<file path="src/rtl/mem_access_unit_pkg.sv">
// Shared types and constants for the MEM-stage data memory access unit.
// States, access size codes and default widths used by the unit and its aligner.
package mem_access_unit_pkg;

   localparam int MAU_WIDTH   = 32;
   localparam int MAU_TIMEOUT = 255;

   typedef enum logic [1:0] {
      S_IDLE = 2'b00,
      S_BUSY = 2'b01,
      S_DONE = 2'b10
   } mau_state_e;

   localparam logic [1:0] SZ_BYTE = 2'b00;
   localparam logic [1:0] SZ_HALF = 2'b01;
   localparam logic [1:0] SZ_WORD = 2'b10;

   // Natural alignment rule; size 11 behaves as a word.
   function automatic logic is_misaligned(
      input logic [1:0] size,
      input logic [1:0] off
   );
      case (size)
         SZ_BYTE: return 1'b0;
         SZ_HALF: return off[0];
         default: return |off;
      endcase
   endfunction

endpackage

</file>
<file path="src/rtl/mem_access_unit_load_aligner.sv">
// Load lane select and sign/zero extension for sub-word loads.
// Only present when MEM_SUBWORD_EN is defined.
`ifdef MEM_SUBWORD_EN
module load_aligner
   import mem_access_unit_pkg::*;
#(
   parameter int WIDTH = MAU_WIDTH
) (
   input  logic [1:0]       off_i,
   input  logic [1:0]       size_i,
   input  logic             uns_i,
   input  logic [WIDTH-1:0] rdata_i,
   output logic [WIDTH-1:0] data_o
);

   logic [7:0]  byte_sel;
   logic [15:0] half_sel;

   // Pick the addressed lane and extend it to the full datapath.
   always_comb begin
      byte_sel = rdata_i[{off_i, 3'b000} +: 8];
      half_sel = off_i[1] ? rdata_i[16 +: 16] : rdata_i[0 +: 16];
      data_o   = rdata_i;
      unique case (size_i)
         SZ_BYTE: data_o = {{(WIDTH-8){byte_sel[7] & ~uns_i}}, byte_sel};
         SZ_HALF: data_o = {{(WIDTH-16){half_sel[15] & ~uns_i}}, half_sel};
         default: data_o = rdata_i;
      endcase
   end

endmodule
`endif

</file>
<file path="src/rtl/mem_access_unit.sv">
// MEM-stage data memory access unit: IDLE/BUSY/DONE handshake with timeout.
// MEM_SUBWORD_EN enables byte/half accesses; otherwise every access is a word.
module mem_access_unit
   import mem_access_unit_pkg::*;
#(
   parameter int WIDTH          = MAU_WIDTH,
   parameter int TIMEOUT_CYCLES = MAU_TIMEOUT
) (
   input  logic             clk,
   input  logic             rst,
   input  logic             memread_mem,
   input  logic             memwrite_mem,
   input  logic [1:0]       size_mem,
   input  logic             unsigned_mem,
   input  logic [WIDTH-1:0] aluout_mem,
   input  logic [WIDTH-1:0] writedata_mem,
   output logic [WIDTH-1:0] readdata_mem,
   output logic             stall_mem,
   output logic             misalign_mem,
   output logic             buserr_mem,
   output logic             dmem_req,
   output logic             dmem_we,
   output logic [WIDTH-1:0] dmem_addr,
   output logic [WIDTH-1:0] dmem_wdata,
   output logic [3:0]       dmem_be,
   input  logic             dmem_ack,
   input  logic [WIDTH-1:0] dmem_rdata
);

   localparam logic [7:0] TO_LAST = 8'(TIMEOUT_CYCLES - 1);

   mau_state_e       state_q, state_d;
   logic [7:0]       cnt_q, cnt_d;
   logic [WIDTH-1:0] addr_q, addr_d;
   logic [WIDTH-1:0] wdata_q, wdata_d;
   logic [WIDTH-1:0] rdata_q, rdata_d;
   logic [3:0]       be_q, be_d;
   logic             we_q, we_d;
   logic             buserr_q, buserr_d;

   logic             req_any;
   logic             in_idle;
   logic             in_busy;
   logic             misalign;
   logic             access;
   logic [3:0]       be_new;
   logic [WIDTH-1:0] wdata_new;
   logic [WIDTH-1:0] load_data;

`ifdef MEM_SUBWORD_EN
   logic [1:0]       size_q, size_d;
   logic             uns_q, uns_d;

   // Store lane steering and byte enables from size and address offset.
   always_comb begin
      be_new    = 4'b1111;
      wdata_new = writedata_mem;
      unique case (size_mem)
         SZ_BYTE: begin
            be_new    = 4'b0001 << aluout_mem[1:0];
            wdata_new = {(WIDTH/8){writedata_mem[7:0]}};
         end
         SZ_HALF: begin
            be_new    = aluout_mem[1] ? 4'b1100 : 4'b0011;
            wdata_new = {(WIDTH/16){writedata_mem[15:0]}};
         end
         default: ;
      endcase
   end

   assign misalign = is_misaligned(size_mem, aluout_mem[1:0]);

   load_aligner #(
      .WIDTH (WIDTH)
   ) u_load_aligner (
      .off_i   (addr_q[1:0]),
      .size_i  (size_q),
      .uns_i   (uns_q),
      .rdata_i (dmem_rdata),
      .data_o  (load_data)
   );
`else
   logic unused_cfg;

   assign be_new     = 4'b1111;
   assign wdata_new  = writedata_mem;
   assign misalign   = |aluout_mem[1:0];
   assign load_data  = dmem_rdata;
   assign unused_cfg = ^{size_mem, unsigned_mem, addr_q[1:0]};
`endif

   assign req_any = rst & (memread_mem | memwrite_mem);
   assign in_idle = (state_q == S_IDLE);
   assign in_busy = (state_q == S_BUSY);
   assign access  = in_idle & req_any & ~misalign;

   // Next-state, latch and result logic of the access FSM.
   always_comb begin
      state_d  = state_q;
      cnt_d    = cnt_q;
      addr_d   = addr_q;
      wdata_d  = wdata_q;
      be_d     = be_q;
      we_d     = we_q;
      rdata_d  = rdata_q;
      buserr_d = buserr_q;
`ifdef MEM_SUBWORD_EN
      size_d   = size_q;
      uns_d    = uns_q;
`endif
      unique case (state_q)
         S_IDLE: begin
            if (access) begin
               state_d = S_BUSY;
               cnt_d   = '0;
               addr_d  = aluout_mem;
               wdata_d = wdata_new;
               be_d    = be_new;
               we_d    = memwrite_mem;
`ifdef MEM_SUBWORD_EN
               size_d  = size_mem;
               uns_d   = unsigned_mem;
`endif
            end
         end
         S_BUSY: begin
            if (dmem_ack) begin
               state_d  = S_DONE;
               rdata_d  = we_q ? '0 : load_data;
               buserr_d = 1'b0;
            end else if (cnt_q == TO_LAST) begin
               state_d  = S_DONE;
               rdata_d  = '0;
               buserr_d = 1'b1;
            end else begin
               cnt_d = cnt_q + 8'd1;
            end
         end
         S_DONE: begin
            state_d  = S_IDLE;
            rdata_d  = '0;
            buserr_d = 1'b0;
         end
         default: state_d = S_IDLE;
      endcase
   end

   // State register with synchronous active-low reset.
   always_ff @(posedge clk) begin
      if (!rst) begin
         state_q  <= S_IDLE;
         cnt_q    <= '0;
         addr_q   <= '0;
         wdata_q  <= '0;
         be_q     <= '0;
         we_q     <= 1'b0;
         rdata_q  <= '0;
         buserr_q <= 1'b0;
`ifdef MEM_SUBWORD_EN
         size_q   <= '0;
         uns_q    <= 1'b0;
`endif
      end else begin
         state_q  <= state_d;
         cnt_q    <= cnt_d;
         addr_q   <= addr_d;
         wdata_q  <= wdata_d;
         be_q     <= be_d;
         we_q     <= we_d;
         rdata_q  <= rdata_d;
         buserr_q <= buserr_d;
`ifdef MEM_SUBWORD_EN
         size_q   <= size_d;
         uns_q    <= uns_d;
`endif
      end
   end

   assign stall_mem    = access | in_busy;
   assign misalign_mem = in_idle & req_any & misalign;
   assign readdata_mem = rdata_q;
   assign buserr_mem   = buserr_q;
   assign dmem_req     = in_busy;
   assign dmem_we      = in_busy & we_q;
   assign dmem_addr    = in_busy ? {addr_q[WIDTH-1:2], 2'b00} : '0;
   assign dmem_wdata   = in_busy ? wdata_q : '0;
   assign dmem_be      = in_busy ? be_q : 4'b0000;

endmodule

</file>
<file path="config.mk">
export PLATFORM = sky130hd
export DESIGN_NAME = mem_access_unit
export DESIGN_NICKNAME = d
export VERILOG_FILES = /design/src/rtl/mem_access_unit_pkg.sv /design/src/rtl/mem_access_unit_load_aligner.sv /design/src/rtl/mem_access_unit.sv
export SDC_FILE = /design/constraint.sdc
export NUM_CORES = 1
export LEC_CHECK = 0
export ABC_AREA = 1
export CORE_MARGIN = 1.5
export CORE_UTILIZATION = 39
export CTS_BUF_LIST = sky130_fd_sc_hd__clkbuf_8 sky130_fd_sc_hd__clkbuf_16
export DETAILED_ROUTE_END_ITERATION = 12
export PLACE_DENSITY = 0.75
export SYNTH_ARGS = -nofsm -noshare
export SYNTH_HDL_FRONTEND = slang
export SYNTH_HIERARCHICAL = 1
export SYNTH_SLANG_ARGS = --single-unit
</file>
<file path="constraint.sdc">
create_clock -name clk -period 1.45 [get_ports clk]
set_input_delay 0.145 -clock clk [delete_from_list [all_inputs] [get_ports clk]]
set_output_delay 0.145 -clock clk [all_outputs]
set_load 0.03 [all_outputs]
</file>
==> summary.txt <==
Run status
  • Status: finished with violations
  • Failing checks: setup timing

Timing
  • RSZ-0062 raised after global routing: true
  • FMAX: 564 MHz
  • Endpoints failing hold: 0
  • Setup ws final: -0.322 ns
  • Final period util: 122%
  • Final Setup Violations: 172
  • Slew Viols, Final: 0
  • Worst slew pin tran: 0.682 ns
  • Max_slew headroom: 54.5%
  • Fin crit period: 1.77 ns
  • Skew final: 0.00768 ns

Hold path
  • Worst Hold Class: in -> reg
  • Hold path endpoint: addr_q[9]
  • Hold Startpoint: aluout_mem[9]
  • Hold Path Depth: 3

Detailed routing
  • DRT iter0 DRCs: 267
  • DR vias/cell: 4.76
  • Initial DRT Pass Iterations: 4
  • DR vias: 5543
  • Routed wire per std cell: 15.6 microns
  • Detail Route Antenna Nets: 0
  • DRT Wirelength: 18100 microns
  • # DRC: 0

Setup path
  • Reg-to-reg endpoint: readdata_mem[19]
  • Crit path max-delay cell type: dfxtp_2
  • Worst path max stage delay: 0.36 ns
  • Reg2reg path depth: 12
  • FF-to-FF Start: state_q[0]
  • Critical path class: reg -> out
  • Worst endpoint required time: 1.31 ns
  • Setup crit start kind: register
  • Setup slack, reg-to-reg: -0.30 ns
  • Critical Path AT: 1.63 ns
  • Cell Chain, Critical Path: buf_6, ha_4, buf_12, buf_4, nand2_1, inv_1, buf_6
  • Crit. End Element: primary output
  • Crit-path max FO: 5
  • Most frequent CP cell: buf_6

Power
  • Power Total: 0.0117 W
  • Peak VDD IR: 1170 uV
  • PwrDens: 1230 nW/um^2
  • Static Leak: 4.79 nW

Global route
  • First-pass GRT wire length: 25200 microns
  • Initial antenna violation count: 0
  • Largest net degree at the start of global routing: 105
  • Gr usage total: 24.5%
  • Vias in the first global route: 5182
  • GR Overflow Total: 0

Cells and area
  • Synth-to-Final Area Change: 92.8%
  • Layout Nets: 1102
  • Final core utilization: 78.3%
  • ANT cells: 0
  • Commonest non-fill, non-tap cell in the layout: dfxtp_1
  • Layout cells sized above 1: 41.9%
  • Most frequent cells in the layout: dfxtp_1 (105), nand2_1 (103), inv_1 (99), clkdlybuf4s50_1 (99), buf_6 (88)

Clocking
  • Clock latency on the worst-skew pair: 0.36 ns
  • Clock transition at path regs: 0.07 ns
  • Inserted Clock Buffers: 9
  • Hold Buf Count CTS: 0
  • CTS tree: built
  • Clock Sinks: 107
  • Clk root buf: clkbuf_16
  • Maximum clock path buffer count: 2
  • H-Tree Depth: 3

Die
  • Starting Density: 40.6%
  • Die H: 116 microns
  • # rows: 40
  • DIE AREA: 13300 sq um
  • IO Count: 209
  • CORE AREA: 12200 sq um
  • Die width: 116 microns

Synth
  • Yosys cell types: 25
  • Sequential area share after synthesis: 43.4%
  • Proportion of synthesized area in mux cells: 0%
  • #FFs+latches synth: 107
  • Post-Syn Instances: 742
  • Mapped Area: 4940 sq um
  • Synth warn: 6
  • Simple-Gate Fraction of Synth Area: 27.7%
  • Ys async rst share: 0%
  • Most used flip-flop cell after synthesis: dfxtp_1
  • Adder-cell share of the synthesized area: 1.52%
  • Synth Area per Inst: 6.65 sq um
  • Main combinational cell family by area after synthesis: simple AND/OR/NAND/NOR gates
  • Post-Synth XOR/XNOR Area: 0.177%
  • Post-synth EDFFs: 0
  • Compound-Gate Fraction of Synth Area: 9.68%

Placed design
  • Placer Congestion: 0.829
  • Detail Placement HPWL: 8900 microns
  • Port buffer count: 203

Run
  • Max cap viols: 0
worst max-delay path: cells and delay by family, from the launching register on:
family	cells	cell delay, ns
simple gates	1	0.07
flops	1	0.36
buf+inv	5	0.62
fa+ha+maj	1	0.22
Yosys cell counts, types with 2 or more instances:
master	instances	area share, %
nor2_1	74	5.6
ha_1	6	1.5
inv_2	2	0.15
a21oi_1	23	2.3
buf_1	9	0.68
nor2_2	2	0.25
buf_4	6	0.91
clkbuf_1	15	1.1
nand3_2	2	0.41
buf_6	6	1.4
dfxtp_1	107	43
inv_1	154	12
nand2_1	171	13
nand2_2	8	1.0
buf_2	12	1.2
o21ai_0	70	7.1
nand3_1	67	6.8
sequential cells by signal (all words and copies together), names as in the netlist:
name / count
addr_q: 30
be_q: 1
buserr_mem: 1
cnt_q: 8
readdata_mem: 32
state_q: 2
wdata_q: 32
we_q: 1
what timing repair did:
| action | in CTS | in global routing |
|---|---|---|
| pin swaps | 18 | 69 |
| cloned | 18 | 5 |
| resized for setup | 287 | 176 |
| buffers inserted | 19 | 15 |
| endpoints found under the setup margin | 163 | 177 |
report_power, final:
group / total [W] / internal [W] / leakage [nW] / switching (W)
clock: 0.00230 / 0.00116 / 0.129 / 0.00114
sequential: 0.00374 / 0.00343 / 0.875 / 0.000302
combinational: 0.00571 / 0.00251 / 3.79 / 0.00320
through the flow:
stage                     worst slack [ns]  hold WS [ns]  cells  setup TNS [ns]  cell area [sq um]
after floorplan                    0.00313         0.283    743               0               5000
after global placement              -0.124         0.430   1098           -6.48               7130
after detailed placement            -0.175         0.435   1098           -8.07               7130
after CTS                           -0.268         0.315   1151          -27.59               8810
after global routing                -0.402         0.330   1165          -44.37               9520
final                               -0.322         0.320   1165          -35.40               9520
worst max-delay path by stage:
stage                      start                to  slack (ns)  cells past startpoint
floorplan             state_q[1]     dmem_addr[10]       0.003                      6
global placement    memwrite_mem       wdata_q[18]       -0.12                      8
detailed placement  memwrite_mem        wdata_q[4]       -0.18                      8
CTS                   state_q[0]      dmem_addr[8]       -0.27                      7
global route          state_q[0]  readdata_mem[19]       -0.40                     12
finish                state_q[0]    dmem_wdata[31]       -0.32                      7
final cells by class:
class | instances | area, sq um
clock buffer | 9 | 225
fill | 755 | 2640
tap | 168 | 210
multi-input combinational | 432 | 2880
timing repair buffer | 286 | 3410
sequential | 107 | 2140
inverter | 156 | 602
clock inverter | 7 | 45.0
logic make-up after synthesis:
group           after synthesis
fa+ha+maj                     6
xor+xnor                      1
flops                       107
compound gates               95
other cells                   1
buf+inv                     205
simple gates                327
per-layer routing:
metal / global-route usage [%] / part of all wire (%)
met1: 27.7 / 39
met3: 6.85 / 5.5
met4: 9.63 / 3.6
met2: 43.8 / 52
met5: 0 / 0
Note: power is estimated with default switching activity, not from simulation.
